==> src/rtl/imm_insert_unit_pkg.sv <==
// imm_insert_unit_pkg: immediate format codes and per-format field masks,
// shared with the immediate extension unit.
package imm_insert_unit_pkg;
    localparam logic [2:0] IMM_I = 3'd0;
    localparam logic [2:0] IMM_S = 3'd1;
    localparam logic [2:0] IMM_B = 3'd2;
    localparam logic [2:0] IMM_J = 3'd3;
    localparam logic [2:0] IMM_U = 3'd4;
    localparam logic [31:0] MASK_I = 32'hFFF0_0000;
    localparam logic [31:0] MASK_S = 32'hFE00_0F80;
    localparam logic [31:0] MASK_B = 32'hFE00_0F80;
    localparam logic [31:0] MASK_J = 32'hFFFF_F000;
    localparam logic [31:0] MASK_U = 32'hFFFF_F000;
    function automatic logic [31:0] imm_mask(input logic [2:0] src);
        return src == IMM_I ? MASK_I :
               src == IMM_S ? MASK_S :
               src == IMM_B ? MASK_B :
               src == IMM_J ? MASK_J :
               src == IMM_U ? MASK_U : 32'h0;
    endfunction
endpackage

==> src/rtl/imm_insert_unit_if.sv <==
// imm_insert_unit_if: request/response handshake bundle of the immediate insert unit.
interface imm_insert_unit_if #(parameter int COUNT_W = 16);
    logic                in_valid;
    logic                in_ready;
    logic [2:0]          ImmSrc;
    logic [31:0]         imm;
    logic [31:0]         base;
    logic                out_valid;
    logic                out_ready;
    logic [31:0]         instruction;
    logic                range_err;
    logic [COUNT_W-1:0]  enc_count;
    modport master (output in_valid, ImmSrc, imm, base, out_ready,
                    input in_ready, out_valid, instruction, range_err, enc_count);
    modport slave (input in_valid, ImmSrc, imm, base, out_ready,
                   output in_ready, out_valid, instruction, range_err, enc_count);
endinterface

==> src/rtl/imm_insert_unit_field_pack.sv <==
// imm_field_pack: packs an immediate into the I/S/B/J/U fields of a base word.
// Range check is built only when IMM_RANGE_CHECK_EN is defined, else o_err=0.
module imm_field_pack
    import imm_insert_unit_pkg::*;
(
    input  logic [2:0]  i_imm_src,
    input  logic [31:0] i_imm,
    input  logic [31:0] i_base,
    output logic [31:0] o_word,
    output logic        o_err
);
    logic [31:0] w_field;
    always_comb begin
        w_field = i_imm_src == IMM_I ? {i_imm[11:0], 20'h0} :
                  i_imm_src == IMM_S ? {i_imm[11:5], 13'h0, i_imm[4:0], 7'h0} :
                  i_imm_src == IMM_B ? {i_imm[12], i_imm[10:5], 13'h0, i_imm[4:1], i_imm[11], 7'h0} :
                  i_imm_src == IMM_J ? {i_imm[20], i_imm[10:1], i_imm[11], i_imm[19:12], 12'h0} :
                  i_imm_src == IMM_U ? {i_imm[31:12], 12'h0} : 32'h0;
        o_word = (i_base & ~imm_mask(i_imm_src)) | w_field;
`ifdef IMM_RANGE_CHECK_EN
        // a value fits n signed bits when every bit from n-1 upward matches
        o_err = (i_imm_src == IMM_I || i_imm_src == IMM_S) ? !(&i_imm[31:11] || ~|i_imm[31:11]) :
                i_imm_src == IMM_B ? i_imm[0] || !(&i_imm[31:12] || ~|i_imm[31:12]) :
                i_imm_src == IMM_J ? i_imm[0] || !(&i_imm[31:20] || ~|i_imm[31:20]) :
                i_imm_src == IMM_U ? |i_imm[11:0] : 1'b1;
`else
        o_err = 1'b0;
`endif
    end
endmodule

==> src/rtl/imm_insert_unit.sv <==
// imm_insert_unit: two-stage elastic pipeline packing immediates into instruction words,
// with a wrapping count of emitted words. Range check gated by IMM_RANGE_CHECK_EN.
module imm_insert_unit
    import imm_insert_unit_pkg::*;
#(
    parameter int COUNT_W = 16
) (
    input  logic             clk,
    input  logic             rst,
    imm_insert_unit_if.slave bus
);
    logic               r_s1_valid, r_s2_valid, r_s2_err;
    logic [2:0]         r_s1_src;
    logic [31:0]        r_s1_imm, r_s1_base, r_s2_word;
    logic [COUNT_W-1:0] r_count;
    logic               w_s2_ready, w_in_ready, w_err;
    logic [31:0]        w_word;

    assign w_s2_ready = !r_s2_valid || bus.out_ready;
    assign w_in_ready = !r_s1_valid || w_s2_ready;

    imm_field_pack u_pack (
        .i_imm_src (r_s1_src),
        .i_imm     (r_s1_imm),
        .i_base    (r_s1_base),
        .o_word    (w_word),
        .o_err     (w_err)
    );

    always_ff @(posedge clk or posedge rst) begin
        if (rst) begin
            r_s1_valid <= 1'b0;
            r_s1_src   <= '0;
            r_s1_imm   <= '0;
            r_s1_base  <= '0;
        end else if (w_in_ready) begin
            r_s1_valid <= bus.in_valid;
            if (bus.in_valid) begin
                r_s1_src  <= bus.ImmSrc;
                r_s1_imm  <= bus.imm;
                r_s1_base <= bus.base;
            end
        end
    end

    always_ff @(posedge clk or posedge rst) begin
        if (rst) begin
            r_s2_valid <= 1'b0;
            r_s2_word  <= '0;
            r_s2_err   <= 1'b0;
        end else if (w_s2_ready) begin
            r_s2_valid <= r_s1_valid;
            if (r_s1_valid) begin
                r_s2_word <= w_word;
                r_s2_err  <= w_err;
            end
        end
    end

    always_ff @(posedge clk or posedge rst) begin
        if (rst) r_count <= '0;
        else if (r_s2_valid && bus.out_ready) r_count <= r_count + 1'b1;
    end

    assign bus.in_ready    = w_in_ready;
    assign bus.out_valid   = r_s2_valid;
    assign bus.instruction = r_s2_word;
    assign bus.range_err   = r_s2_err;
    assign bus.enc_count   = r_count;
endmodule

==> src/flat_wrapper.sv <==
// flat-port wrapper written by rule: the top's interface ports become plain ports
module imm_insert_unit_flat import imm_insert_unit_pkg::*;
#(
    parameter int COUNT_W = 16
)
  (clk, rst, bus_in_valid, bus_ImmSrc, bus_imm, bus_base, bus_out_ready, bus_in_ready, bus_out_valid, bus_instruction, bus_range_err, bus_enc_count);
  imm_insert_unit_if #(.COUNT_W(COUNT_W)) bus_i ();
  input  logic clk;
  input  logic rst;
  input wire logic [$bits(bus_i.in_valid)-1:0] bus_in_valid;
  input wire logic [$bits(bus_i.ImmSrc)-1:0] bus_ImmSrc;
  input wire logic [$bits(bus_i.imm)-1:0] bus_imm;
  input wire logic [$bits(bus_i.base)-1:0] bus_base;
  input wire logic [$bits(bus_i.out_ready)-1:0] bus_out_ready;
  output wire logic [$bits(bus_i.in_ready)-1:0] bus_in_ready;
  output wire logic [$bits(bus_i.out_valid)-1:0] bus_out_valid;
  output wire logic [$bits(bus_i.instruction)-1:0] bus_instruction;
  output wire logic [$bits(bus_i.range_err)-1:0] bus_range_err;
  output wire logic [$bits(bus_i.enc_count)-1:0] bus_enc_count;
  assign bus_i.in_valid = bus_in_valid;
  assign bus_i.ImmSrc = bus_ImmSrc;
  assign bus_i.imm = bus_imm;
  assign bus_i.base = bus_base;
  assign bus_i.out_ready = bus_out_ready;
  assign bus_in_ready = bus_i.in_ready;
  assign bus_out_valid = bus_i.out_valid;
  assign bus_instruction = bus_i.instruction;
  assign bus_range_err = bus_i.range_err;
  assign bus_enc_count = bus_i.enc_count;
  imm_insert_unit #(.COUNT_W(COUNT_W)) u_core (.clk(clk), .rst(rst), .bus(bus_i));
endmodule
==> config.mk <==
export PLATFORM = sky130hd
export DESIGN_NAME = imm_insert_unit_flat
export DESIGN_NICKNAME = d
export VERILOG_FILES = /design/src/rtl/imm_insert_unit_pkg.sv /design/src/rtl/imm_insert_unit_if.sv /design/src/rtl/imm_insert_unit_field_pack.sv /design/src/rtl/imm_insert_unit.sv /design/src/flat_wrapper.sv
export SDC_FILE = /design/constraint.sdc
export NUM_CORES = 1
export LEC_CHECK = 0
export BUFFER_PORTS_ARGS = -buffer_cell sky130_fd_sc_hd__buf_2
export CELL_PAD_IN_SITES_DETAIL_PLACEMENT = 0
export CELL_PAD_IN_SITES_GLOBAL_PLACEMENT = 1
export CORE_MARGIN = 4
export CORE_UTILIZATION = 47
export CTS_BUF_LIST = sky130_fd_sc_hd__clkbuf_8
export CTS_CLUSTER_DIAMETER = 100
export CTS_CLUSTER_SIZE = 16
export DETAILED_ROUTE_END_ITERATION = 16
export HOLD_SLACK_MARGIN = 0.12
export PLACE_DENSITY = 0.92
export RECOVER_POWER = 25
export SETUP_SLACK_MARGIN = 0.1
export SLEW_MARGIN = 20
export SYNTH_ARGS = -nofsm -noshare
export SYNTH_HDL_FRONTEND = slang
export SYNTH_SLANG_ARGS = --single-unit
==> constraint.sdc <==
create_clock -name clk -period 6.9 [get_ports clk]
set_input_delay 0.345 -clock clk [delete_from_list [all_inputs] [get_ports clk]]
set_output_delay 0.345 -clock clk [all_outputs]
set_load 0.03 [all_outputs]
==> results.toml <==
[run_status]
outcome = "finished, final reports clean"

[critical_path]
cp-start-kind = "primary input"
cp_max_fo = 85
crit_path_end_kind = "asynchronous set/reset pin"
r2r-start = "u_core.r_s1_src[2]"
r2r-end = "u_core.bus.instruction[15]"
r2r_slack_ns = 4.86
ff2ff_path_depth = 4
arrival_ns = 2.58
critPathKind = "primary input to asynchronous set/reset pin"
required_ns = 7.36

[pwr]
p_leak_nw = 2.78
pwr_density_cell_nw_per_um2 = 338
fin_total_pwr_mw = 2.04
internal-power_mw = 1.35
p_switching_uw = 696
swShare = 0.340
ir_worst_vdd_mv = 0.131
pwr-share-clk = 0.308
power_frac_seq = 0.449
comb_power_share = 0.244

[die]
start_util = 0.480
die_width_um = 110
core_area_sq_um = 10300
die-area_sq_um = 12200
rows = 37
ioPinCount = 122
die_h_um = 110

[job]
maxCapViolCount = 0

[clock_tree]
post_cts_buffers = 0
cts_buffers = 17
clk_pin_slew_ns = 0.07
cts_buffer_depth = 2
insertion_delay_ns = 0.42
htreeDepth = 4
clock_sinks = 117
cts_tree = "done"
cts_hold_buf = 8
cts.repair.resized = 0
root_buffer = "clkbuf_8"

[routing]
ant_nets = 0
drtPass1Iterations = 4
initialDrtViolationCount = 160
post-route-drc-count = 0
wl_per_cell_um = 15.2
routed_wl_mm = 10.0
vias = 3320
viasPerCell = 5.05

[layout]
fill_cells = 899
num_antenna_cells = 0
nNetsFinal = 580
drive_gt1_frac = 0.384
area.growth.synth_to_final_pct = 22.7
fin_util = 0.589

[sta]
finalCritPeriodShare = 0.308
worst_pin_slew_ns = 1.45
relSlewSlack = 0.0258
finalSetupViolCount = 0
clock.fmax_mhz = 471
fin_setup_tns_ns = 0
period_minus_slack_ns = 2.12
hold_viol_final = 0
maxSlewViolCount = 0
skew_ns = 0.0116
hold_ws_ns = 0.152
rsz0062_at_grt = "no"

[global_route]
grt_max_degree = 86
grt_pass1_wl_mm = 17.2
grt_pass1_vias = 3464
antenna_found_initial = 0
globalRouteTotalUtil = 0.174
gr-total-overflow = 0

[logic_synthesis]
synth_edf_count = 0
syn_nets = 452
syn_avg_cell_area_sq_um = 13.0
ys_seq_area_frac = 0.594
ys_ff_latch = 117
synth_top_flop_cell = "dfrtp_1"
synth_top_area_frac = 0.594
syn-instance-count = 380
yosysWarnings = 0
ys_types = 36
async_flop_share = 1.00
synthesis.area_sq_um = 4930
ys_top_cells_by_area = "dfrtp_1 59%, mux2_2 16%, nand2_1 2.9%"
yosysTopAreaCell = "dfrtp_1"

[placement]
place.gp.congestion = 0.756
dpl.hpwl_mm = 6.91
io_buffers = 120

[min_path]
min_path_cells = 2
hp-class = "primary input to flip-flop"
hold_end = "u_core.r_s1_imm[10]"
hp-start = "bus_imm[10]"
==> worst max-delay path: stages <==
cell	delay (ns)
dlygate4sd3_1	0.53
buf_2	0.12
clkinvlp_2	0.83
buf_6	0.66
==> metrics by stage <==
step | cell area [sq um] | cells | setup WS, ns
floorplan | 4930 | 380 | 3.45
global placement | 5600 | 617 | 4.96
detailed placement | 5600 | 617 | 4.87
CTS | 6090 | 657 | 4.86
global route | 6050 | 657 | 4.44
finish | 6050 | 657 | 4.78
==> cell usage after synthesis (2+ instances only) <==
cell type	instances
o21ai_1	14
buf_4	3
a21o_1	10
buf_2	11
xnor2_1	9
a21oi_1	3
clkbuf_1	3
nand2b_1	5
nand4_1	2
mux2i_1	12
o21ai_0	6
buf_6	3
xor2_1	6
mux2_2	70
inv_1	5
a311oi_1	7
o22ai_1	9
nand3_1	8
or2_1	2
and3_1	3
dfrtp_1	117
nand3b_1	3
mux2_1	7
nand2_1	38
nor2_1	13
==> cell type report <==
class / count / area [sq um] / area share
multi-input combinational: 238 / 1870 / 0.309
sequential: 117 / 2930 / 0.484
clock buffer: 19 / 262 / 0.0432
inverter: 5 / 20.0 / 0.00331
clock inverter: 13 / 148 / 0.0244
timing repair buffer: 129 / 653 / 0.108
tap: 136 / 170 / 0.0281
==> power groups by stage <==
| stage | registers, mW | logic (mW) | clock network [mW] |
|---|---|---|---|
| 2_1_floorplan | 1.04 | 0.242 | 0 |
| 3_3_place_gp | 0.922 | 0.505 | 0 |
| 3_5_place_dp | 0.930 | 0.515 | 0 |
| 4_1_cts | 0.918 | 0.520 | 0.646 |
| 5_1_grt | 0.937 | 0.545 | 0.676 |
| 6_report | 0.918 | 0.498 | 0.629 |
==> kinds of logic (layout without fill, tap and decap cells) <==
group,after synthesis,in the layout,share of synthesized area
flops,117,117,0.594
mux,89,89,0.200
simple gates,80,80,0.0766
compound gates,51,51,0.0675
buf+inv,25,166,0.0287
xor+xnor,16,16,0.0299
fa+ha+maj,1,1,0.00254
other cells,1,1,0.000760
==> how the worst max path moves through the flow <==
| stage | start | end | slack, ns |
|---|---|---|---|
| 2_1_floorplan | rst | u_core.bus.enc_count[0] | 3.45 |
| 3_3_place_gp | u_core.r_s1_src[2] | u_core.bus.instruction[13] | 4.96 |
| 3_5_place_dp | u_core.r_s1_src[2] | u_core.bus.instruction[17] | 4.87 |
| 4_1_cts | u_core.r_s1_src[2] | u_core.bus.instruction[18] | 4.86 |
| 5_1_grt | rst | u_core.bus.instruction[14] | 4.44 |
| 6_report | rst | u_core.r_s1_base[9] | 4.78 |
==> cells in the final DEF (no fill, tap or decap), drive strengths merged <==
cell type,Yosys,final
a21o,10,10
a21oi,3,3
a221oi,1,1
a311oi,7,7
and3,3,3
buf,17,90
bufinv,0,2
clkbuf,3,50
clkinv,0,3
clkinvlp,0,5
conb,1,1
dfrtp,117,117
dlygate4sd3,0,8
ha,1,1
inv,5,8
mux2,77,77
mux2i,12,12
nand2,38,38
nand2b,5,5
nand3,8,8
nand3b,3,3
nand4,2,2
nor2,15,15
nor3,1,1
nor3b,1,1
nor4,2,2
o21ai,21,21
o22ai,9,9
or2,2,2
xnor2,10,10
xor2,6,6
==> registers in the layout (all words and copies together) (netlist names) <==
name	cells
u_core.bus.instruction	32
u_core.r_s1_base	32
u_core.r_s1_imm	32
u_core.bus.enc_count	16
u_core.r_s1_src	3
u_core.bus.out_valid	1
u_core.r_s1_valid	1
==> per-layer routing <==
layer	share of wire	vias to the layer above	GRT usage
met3	0.069	12	0.0652
met5	0	-	0
li1	-	1581	-
met4	0.010	0	0.0542
met2	0.49	97	0.276
met1	0.43	1630	0.221
(Power assumes the default switching activity.)
